## config.mk

```make
export PLATFORM = sky130hd
export DESIGN_NAME = hamming_secded_scrub_counter_flat
export DESIGN_NICKNAME = d
export VERILOG_FILES = /design/src/rtl/hamming_secded_scrub_counter_if.sv /design/src/rtl/hamming_secded_scrub_counter.sv /design/src/flat_wrapper.sv
export SDC_FILE = /design/constraint.sdc
export NUM_CORES = 1
export LEC_CHECK = 0
export CORE_MARGIN = 2
export CORE_UTILIZATION = 58
export DETAILED_ROUTE_END_ITERATION = 8
export GPL_ROUTABILITY_DRIVEN = 1
export HOLD_SLACK_MARGIN = 0.02
export MAX_ROUTING_LAYER = met4
export PLACE_DENSITY = 0.93
export SYNTH_ARGS = -nofsm -noshare
export SYNTH_HDL_FRONTEND = slang
export SYNTH_SLANG_ARGS = --single-unit
```

## constraint.sdc

```tcl
create_clock -name clk -period 7.4 [get_ports clk]
set_clock_uncertainty 0.15 [all_clocks]
set_input_delay 1.48 -clock clk [delete_from_list [all_inputs] [get_ports clk]]
set_output_delay 1.48 -clock clk [all_outputs]
set_load 0.01 [all_outputs]
```

## src/rtl/hamming_secded_scrub_counter_if.sv

```systemverilog
// Control and status bundle for the SEC-DED protected scrubbing counter.
// The master drives commands and fault injection; the slave returns count and error status.
interface hamming_secded_scrub_counter_if #(
   parameter int unsigned WIDTH = 32,
   parameter int unsigned PB    = WIDTH,
   parameter int unsigned CNT_W = 16
);
   logic                en;
   logic                up_dn;
   logic                load;
   logic [WIDTH-1:0]    load_val;
   logic                scrub_req;
   logic                clear_err;
   logic                inj_en;
   logic [WIDTH+PB-1:0] inj_mask;
   logic [WIDTH-1:0]    count;
   logic                scrub_busy;
   logic                err_corr;
   logic                err_uncorr;
   logic [CNT_W-1:0]    corr_cnt;

   modport master (
      output en, up_dn, load, load_val, scrub_req, clear_err, inj_en, inj_mask,
      input  count, scrub_busy, err_corr, err_uncorr, corr_cnt
   );

   modport slave (
      input  en, up_dn, load, load_val, scrub_req, clear_err, inj_en, inj_mask,
      output count, scrub_busy, err_corr, err_uncorr, corr_cnt
   );
endinterface

```

## src/rtl/hamming_secded_scrub_counter.sv

```systemverilog
// Up/down/loadable counter stored as per-nibble SEC-DED Hamming(8,4) codewords,
// with on-the-fly correction and a background scrubber that rewrites corrected words.
module hamming_secded_scrub_counter #(
   parameter int unsigned WIDTH        = 32,
   parameter int unsigned SCRUB_PERIOD = 64,
   parameter int unsigned CNT_W        = 16
) (
   input logic                           clk,
   input logic                           reset,
   hamming_secded_scrub_counter_if.slave bus
);
   localparam int unsigned BLOCKS = WIDTH / 4;
   localparam int unsigned PB     = BLOCKS * 4;
   localparam int unsigned TW     = $clog2(SCRUB_PERIOD);

   typedef enum logic [1:0] {StIdle, StCheck, StWrite} state_e;

   // Check nibble layout: {c3, c2, c1, c0}
   function automatic logic [3:0] enc_chk(input logic [3:0] d);
      logic [2:0] c;
      c[0] = d[0] ^ d[1] ^ d[3];
      c[1] = d[0] ^ d[2] ^ d[3];
      c[2] = d[1] ^ d[2] ^ d[3];
      return {^{d, c}, c};
   endfunction

   function automatic logic [PB-1:0] enc_word(input logic [WIDTH-1:0] v);
      logic [PB-1:0] w;
      for (int i = 0; i < BLOCKS; i++) w[4*i +: 4] = enc_chk(v[4*i +: 4]);
      return w;
   endfunction

   logic [WIDTH-1:0]    data_q;
   logic [PB-1:0]       chk_q;
   logic [WIDTH+PB-1:0] word_d, lat_q, cor_word;
   logic [WIDTH-1:0]    cor_data, next_val;
   logic [BLOCKS-1:0]   sec_vec, ded_vec, sec_q;
   logic [TW-1:0]       timer_q, timer_d;
   logic [CNT_W-1:0]    corr_cnt_q;
   logic                err_corr_q, err_uncorr_q;
   logic                op_act, scrub_write;
   state_e              state_q, state_d;

   always_comb begin
      cor_data = data_q;
      sec_vec  = '0;
      ded_vec  = '0;
      for (int i = 0; i < BLOCKS; i++) begin
         logic [3:0] d, c, r;
         logic [2:0] syn;
         d   = data_q[4*i +: 4];
         c   = chk_q[4*i +: 4];
         r   = enc_chk(d);
         syn = r[2:0] ^ c[2:0];
         if (^{d, c}) begin
            sec_vec[i] = 1'b1;
            case (syn)
               3'b011:  d[0] = ~d[0];
               3'b101:  d[1] = ~d[1];
               3'b110:  d[2] = ~d[2];
               3'b111:  d[3] = ~d[3];
               default: ;
            endcase
         end else if (syn != 3'b000) begin
            ded_vec[i] = 1'b1;
         end
         cor_data[4*i +: 4] = d;
      end
   end

   assign cor_word = {enc_word(cor_data), cor_data};
   assign op_act   = bus.load | bus.en;
   assign next_val = bus.load  ? bus.load_val :
                     bus.up_dn ? cor_data + WIDTH'(1) : cor_data - WIDTH'(1);

   always_comb begin
      state_d     = state_q;
      timer_d     = timer_q;
      scrub_write = 1'b0;
      unique case (state_q)
         StIdle: begin
            if (!op_act) timer_d = timer_q + 1'b1;
            if (bus.scrub_req || (!op_act && timer_q == TW'(SCRUB_PERIOD - 1))) begin
               state_d = StCheck;
               timer_d = '0;
            end
         end
         StCheck: state_d = op_act ? StIdle : StWrite;
         StWrite: begin
            state_d     = StIdle;
            scrub_write = !op_act;
         end
         default: state_d = StIdle;
      endcase
   end

   // Injection lands on whichever word is written this edge, including a plain hold.
   always_comb begin
      word_d = {chk_q, data_q};
      if (op_act)           word_d = {enc_word(next_val), next_val};
      else if (scrub_write) word_d = lat_q;
      if (bus.inj_en)       word_d = word_d ^ bus.inj_mask;
   end

   always_ff @(posedge clk or posedge reset) begin
      if (reset) begin
         data_q       <= '0;
         chk_q        <= '0;
         lat_q        <= '0;
         sec_q        <= '0;
         timer_q      <= '0;
         state_q      <= StIdle;
         err_corr_q   <= 1'b0;
         err_uncorr_q <= 1'b0;
         corr_cnt_q   <= '0;
      end else begin
         {chk_q, data_q} <= word_d;
         timer_q         <= timer_d;
         state_q         <= state_d;
         if (state_q == StCheck) begin
            lat_q <= cor_word;
            sec_q <= sec_vec;
         end
         err_corr_q <= scrub_write && (|sec_q);
         if (bus.clear_err) begin
            err_uncorr_q <= 1'b0;
            corr_cnt_q   <= '0;
         end else begin
            if (|ded_vec) err_uncorr_q <= 1'b1;
            if (scrub_write && (|sec_q) && corr_cnt_q != '1) corr_cnt_q <= corr_cnt_q + 1'b1;
         end
      end
   end

   assign bus.count      = cor_data;
   assign bus.scrub_busy = (state_q != StIdle);
   assign bus.err_corr   = err_corr_q;
   assign bus.err_uncorr = err_uncorr_q;
   assign bus.corr_cnt   = corr_cnt_q;
endmodule

```

## src/flat_wrapper.sv

```systemverilog
// flat-port wrapper written by rule: the top's interface ports become plain ports
module hamming_secded_scrub_counter_flat 
#(
   parameter int unsigned WIDTH        = 32,
   parameter int unsigned SCRUB_PERIOD = 64,
   parameter int unsigned CNT_W        = 16
)
  (clk, reset, bus_en, bus_up_dn, bus_load, bus_load_val, bus_scrub_req, bus_clear_err, bus_inj_en, bus_inj_mask, bus_count, bus_scrub_busy, bus_err_corr, bus_err_uncorr, bus_corr_cnt);
  hamming_secded_scrub_counter_if #(.WIDTH(WIDTH), .PB((32)), .CNT_W(CNT_W)) bus_i ();
  input logic clk;
  input logic reset;
  input wire logic [$bits(bus_i.en)-1:0] bus_en;
  input wire logic [$bits(bus_i.up_dn)-1:0] bus_up_dn;
  input wire logic [$bits(bus_i.load)-1:0] bus_load;
  input wire logic [$bits(bus_i.load_val)-1:0] bus_load_val;
  input wire logic [$bits(bus_i.scrub_req)-1:0] bus_scrub_req;
  input wire logic [$bits(bus_i.clear_err)-1:0] bus_clear_err;
  input wire logic [$bits(bus_i.inj_en)-1:0] bus_inj_en;
  input wire logic [$bits(bus_i.inj_mask)-1:0] bus_inj_mask;
  output wire logic [$bits(bus_i.count)-1:0] bus_count;
  output wire logic [$bits(bus_i.scrub_busy)-1:0] bus_scrub_busy;
  output wire logic [$bits(bus_i.err_corr)-1:0] bus_err_corr;
  output wire logic [$bits(bus_i.err_uncorr)-1:0] bus_err_uncorr;
  output wire logic [$bits(bus_i.corr_cnt)-1:0] bus_corr_cnt;
  assign bus_i.en = bus_en;
  assign bus_i.up_dn = bus_up_dn;
  assign bus_i.load = bus_load;
  assign bus_i.load_val = bus_load_val;
  assign bus_i.scrub_req = bus_scrub_req;
  assign bus_i.clear_err = bus_clear_err;
  assign bus_i.inj_en = bus_inj_en;
  assign bus_i.inj_mask = bus_inj_mask;
  assign bus_count = bus_i.count;
  assign bus_scrub_busy = bus_i.scrub_busy;
  assign bus_err_corr = bus_i.err_corr;
  assign bus_err_uncorr = bus_i.err_uncorr;
  assign bus_corr_cnt = bus_i.corr_cnt;
  hamming_secded_scrub_counter #(.WIDTH(WIDTH), .SCRUB_PERIOD(SCRUB_PERIOD), .CNT_W(CNT_W)) u_core (.clk(clk), .reset(reset), .bus(bus_i));
endmodule
```

# Word level (Yosys, flattened, before mapping)
# Cells that the tools add are included.
[word_totals]
register_bits = 162
in_bits = 104
out_inout_bits = 51
[op_classes]
n_addsub = 4
n_eq_ne = 38
mux = 79
n_bitwise = 186
reduce_logical = 44
[op_table]
columns = ["op", "count"]
rows = [
  ["$mux 64", 3],
  ["$xor 1x1->1", 144],
  ["$reduce_xor 7->1", 16],
  ["$eq 3x3->1 const B", 24],
  ["$mux 32", 2],
  ["$reduce_xor 8->1", 8],
  ["$xor 64x64->64", 1],
  ["$mux 1", 59],
  ["$add 32x1->32 const B", 1],
  ["$mux 16", 2],
  ["$mux 4", 8],
  ["$not 1->1", 32],
  ["$sub 32x1->32 const B", 1],
  ["$eq 3x2->1 const B", 8],
  ["$reduce_bool 3->1", 8],
  ["$xor 3x3->3", 8],
  ["$add 16x1->16 const B", 1],
  ["$ne 16x16->1 const B", 1],
  ["$reduce_or 8->1", 2],
  ["$mux 6", 2],
  ["$add 6x1->6 const B", 1],
  ["$eq 6x6->1 const B", 1],
  ["$reduce_bool 2->1", 3],
  ["$mux 2", 2],
  ["other kinds (11)", 13],
]

# Longest topological paths before layout
[logic_depth]
ltp_word = 15
ltp_mapped = 21
depth_no_buf = 21

# Worst setup path after synthesis
# Ideal clock, no wire load.
[synth_timing]
kind = "input port to flip-flop"
start = "input bus_up_dn"
end = "register u_core.chk_q[27]"
setup_ps = 79
arrival_time_ps = 5090
required_time_ps = 7171
slack_ps = 2081
stages = 13
path_buffers = 0
path_cell_list = "inv_1 > ha_1 > and3_2 > a221o_1 > a21oi_2 > a21oi_1 > and3_1 > o31ai_1 > xor2_1 > xor2_1 > a211o_1 > o21ai_1 > xor2_1"
[synth_between]
elab_chain_cells = 8
word_cells_on_any_way = 12
cone_classes = "mux: 4; bitwise: 7; reduce/logical: 1"
[synth_lines]
columns = ["element", "line", "source"]
rows = [
  ["start, declared", "flat_wrapper.sv:13", "input wire logic [$bits(bus_i.up_dn)-1:0] bus_up_dn;"],
  ["$mux 32 *", "hamming_secded_scrub_counter.sv:74", "bus.up_dn ? cor_data + WIDTH'(1) : cor_data - WIDTH'(1);"],
  ["$mux 32 *", "hamming_secded_scrub_counter.sv:73", "assign next_val = bus.load ? bus.load_val :"],
  ["$xor 1x1->1 (on tied branches) (2 in a row)", "hamming_secded_scrub_counter.sv:21, hamming_secded_scrub_counter.sv:22, hamming_secded_scrub_counter.sv:23", ""],
  ["$reduce_xor 7->1 *", "hamming_secded_scrub_counter.sv:24", "return {^{d, c}, c};"],
  ["$mux 64 *", "hamming_secded_scrub_counter.sv:100", "if (op_act) word_d = {enc_word(next_val), next_val};"],
  ["$xor 64x64->64", "hamming_secded_scrub_counter.sv:102", "if (bus.inj_en) word_d = word_d ^ bus.inj_mask;"],
  ["$mux 64 *", "hamming_secded_scrub_counter.sv:102", ""],
  ["net u_core.word_d[59]", "hamming_secded_scrub_counter.sv:35", "logic [WIDTH+PB-1:0] word_d, lat_q, cor_word;"],
  ["end signal, assigned", "hamming_secded_scrub_counter.sv:117", "{chk_q, data_q} <= word_d;"],
  ["end, declared", "hamming_secded_scrub_counter.sv:34", "logic [PB-1:0] chk_q;"],
]
# The timed path passes the listed nets; every way through them passes the cells marked *.
# A chain may end at the register's enable or synchronous reset.

# Final worst setup path
[layout_timing]
start = "register u_core.data_q[23]"
end = "register u_core.chk_q[27]"
[layout_between]
elab_chain_cells = 14
word_cells_on_any_way = 29
cone_classes = "add/sub: 2; eq/ne: 4; mux: 9; bitwise: 12; reduce/logical: 2"
[layout_lines]
columns = ["element", "line", "source"]
rows = [
  ["start, declared", "hamming_secded_scrub_counter.sv:33", "logic [WIDTH-1:0] data_q;"],
  ["start signal, assigned", "hamming_secded_scrub_counter.sv:117", ""],
  ["$xor 1x1->1 (on tied branches)", "hamming_secded_scrub_counter.sv:21, hamming_secded_scrub_counter.sv:22, hamming_secded_scrub_counter.sv:23", ""],
  ["$xor 3x3->3", "hamming_secded_scrub_counter.sv:54", "syn = r[2:0] ^ c[2:0];"],
  ["$eq 3x2->1 or $eq 3x3->1 (tied branches)", "hamming_secded_scrub_counter.sv:57", "case (syn)"],
  ["$mux 1", "hamming_secded_scrub_counter.sv:57", ""],
  ["$mux 4 *", "hamming_secded_scrub_counter.sv:55", "if (^{d, c}) begin"],
  ["$sub 32x1->32 or $add 32x1->32 (tied branches)", "hamming_secded_scrub_counter.sv:74", ""],
  ["$mux 32 *", "hamming_secded_scrub_counter.sv:74", ""],
  ["$mux 32 *", "hamming_secded_scrub_counter.sv:73", ""],
  ["$xor 1x1->1 (on tied branches) (2 in a row)", "hamming_secded_scrub_counter.sv:21, hamming_secded_scrub_counter.sv:22, hamming_secded_scrub_counter.sv:23", ""],
  ["$reduce_xor 7->1 *", "hamming_secded_scrub_counter.sv:24", ""],
  ["$mux 64 *", "hamming_secded_scrub_counter.sv:100", ""],
  ["$xor 64x64->64", "hamming_secded_scrub_counter.sv:102", ""],
  ["$mux 64 *", "hamming_secded_scrub_counter.sv:102", ""],
  ["net u_core.word_d[59]", "hamming_secded_scrub_counter.sv:35", ""],
]
# Marks and branches as above.

==> results.cfg <==
[routing]
drt-total-wl_microns = 37800
drt-initial-drc-count = 1175
drt_pass1_iterations = 5
post-route-drc-count = 0
vias = 12000
ant_nets = 0
avgViaCountPerCell = 6.10
avgRoutedWirePerCell_microns = 19.3

[clock_tree]
cts.path.max_buffers = 2
cts_setup_buffers = 0
numCtsBuffers = 17
clkTransAtPathRegs_ns = 0.07
root_buffer = clkbuf_16
htree_num_levels = 4
cts_resized = 0
clock_sinks = 162
insertion_delay_ns = 0.44
ctsHoldBuffers = 0
cts_tree = yes

[yosys]
synthFlopType = dfrtp_1
ys_warn_count = 0
synth_top_area_share_pct = 31.5
syn_nets = 1736
yosysMostFrequentCell = nand2_1
netlist_instances = 1599
synth_area_leader_cell = dfrtp_1
synth_area_leaders = dfrtp_1 (32%), xnor2_1 (13%), nand2_1 (9.6%)
synth_edf_count = 0
synth_seq_cells = 162
yosys.cell_types.count = 74
postSynthAreaPerCell_sq_um = 8.04
synth_common_cells = nand2_1 (330), xnor2_1 (186), dfrtp_1 (162), o21ai_0 (134), xor2_1 (119)
async_flop_share_pct = 100
syn_area_sq_mm = 0.0128
synth_seq_area_share_pct = 31.5

[die]
die_h_microns = 153
start_util_pct = 59.1
rows = 54
design.core.area_sq_mm = 0.0218
design.die.area_sq_mm = 0.0234
num_io_pins = 155
die_w_microns = 153

[sta]
rsz0062_at_grt = no
hold_violations = 0
layout_min_cycle_time_ns = 6.10
setup_tns_ns = 0
setup_viol = 0
final_max_slew_viol_count = 0
max_slew_margin_pct = 19.7
tightest_slew_ns = 1.20
post-route-period-util_pct = 82.4
fmax_mhz = 164

[worst_setup_path]
r2r-start = u_core.data_q[23]
worstSetupPathType = reg2reg
critical_path.max_fanout = 8
reg2reg_to = u_core.chk_q[27]
end_kind = flip-flop
reg2reg_slack_ns = 1.30
crit_path_start = u_core.data_q[23]
critPathArrivalTime_ns = 6.31
cp_data_required_time_ns = 7.61
crit_path_start_kind = flip-flop
r2r_cells = 20
critical_path.endpoint = u_core.chk_q[27]

[place]
numPortBuffers = 154
place_area_sq_mm = 0.0142
gp_congestion = 0.948
hpwl_microns = 26000

[global_route]
antenna_found_initial = 0
grt_pass1_vias = 11600
grt-ovfl-total = 0
grt_pass1_wl_microns = 60600
grt_max_degree = 132
grt_use_total_pct = 33.1

[final_layout]
final_util_pct = 68.3
regArea_sq_mm = 0.00405
drive_above_1_share_pct = 4.57
synthToLayoutAreaGrowth_pct = 15.7
postLayoutCellArea_sq_mm = 0.0149
fillers = 1638
diodes = 0
num-nets-final = 1810
multiInputGateArea_sq_mm = 0.00799

[job]
drv_cap = 0

[hold_path]
min-delay-path-class = reg2reg

[status]
status = completed
==> worst min path at each step <==
stage / from / cells after the start / to / slack [ns]
6_report: u_core.lat_q[12] / 2 / u_core.lat_q[12] / 0.33
5_1_grt: u_core.lat_q[62] / 2 / u_core.lat_q[62] / 0.35
4_1_cts: u_core.lat_q[16] / 2 / u_core.lat_q[16] / 0.33
3_5_place_dp: u_core.lat_q[5] / 2 / u_core.lat_q[5] / 0.32
3_3_place_gp: u_core.lat_q[5] / 2 / u_core.lat_q[5] / 0.31
2_1_floorplan: u_core.lat_q[56] / 2 / u_core.lat_q[56] / 0.30
==> metrics by stage <==
stage                     setup slack [ns]  cells  hold slack (ns)
after detailed placement             0.990   1934            0.320
after floorplan                       1.39   1599            0.299
after global placement                1.16   1934            0.312
final                                 1.30   1966            0.332
after global routing                 0.895   1966            0.351
after CTS                             1.38   1966            0.334
==> sequential cells by signal (all words and copies together) (netlist names) <==
signal,count
u_core.timer_q,6
u_core.bus.err_corr,1
u_core.bus.err_uncorr,1
u_core.chk_q,32
u_core.bus.corr_cnt,16
u_core.state_q,2
u_core.lat_q,64
u_core.sec_q,8
u_core.data_q,32
==> critical path, cell delays in order (launching register included) <==
cell	delay [ns]
dfrtp_1	0.46
xnor2_1	0.44
xnor2_1	0.17
xnor2_1	0.39
xnor2_1	0.23
nor2_1	0.21
nand3_1	0.16
xor2_1	0.49
inv_1	0.17
ha_1	0.46
nand4_1	0.13
nor2_1	0.22
nand3_1	0.12
a211oi_1	0.46
nor3_1	0.09
o31ai_1	0.55
xor2_1	0.44
xor2_1	0.12
a211o_1	0.29
o21ai_1	0.09
xor2_1	0.18
==> cell type report <==
type | instances | area share (%)
Multi-Input combinational cell | 1278 | 53.8
Tap cell | 280 | 2.36
Clock inverter | 10 | 1.37
Timing Repair Buffer | 164 | 10.8
Sequential cell | 162 | 27.3
Inverter | 50 | 1.30
Clock buffer | 22 | 3.12
==> logic make-up (layout without fill, tap and decap cells) <==
logic type                 count (synthesis)  after routing  synth area share, %
AOI/OAI and AO/OA                        338            338                 15.5
xor gates and xnor gates                 310            310                 21.6
buffers and inverters                    159            246                 6.45
muxes                                     22             22                 1.77
and+or+nand+nor                          575            575                 19.9
adders and majority gates                 33             33                 3.27
DFF                                      162            162                 31.5
==> per-layer routing <==
layer  GRT usage [%]  vias up  wire length [microns]
met3            6.86      120                   3520
met1            43.6     5728                  15700
li1                -     5479                      -
met4            12.5        0                   1370
met2            50.5      664                  17300
met5               -        -                      0
==> cells in the final DEF, fill, tap and decap left out, types with 17 or more instances in the layout <==
cell             count
nand2_1            330
xnor2_1            186
dfrtp_1            162
clkdlybuf4s50_1    152
o21ai_0            134
xor2_1             119
a21oi_1            105
nor2_1              68
nand3_1             53
inv_1               48
ha_1                32
and3_1              25
nor3_1              21
a21o_1              19
clkbuf_16           17
Power is not shown: default switching activity piles up to over one toggle a cycle in this logic, so the estimate is an artifact.
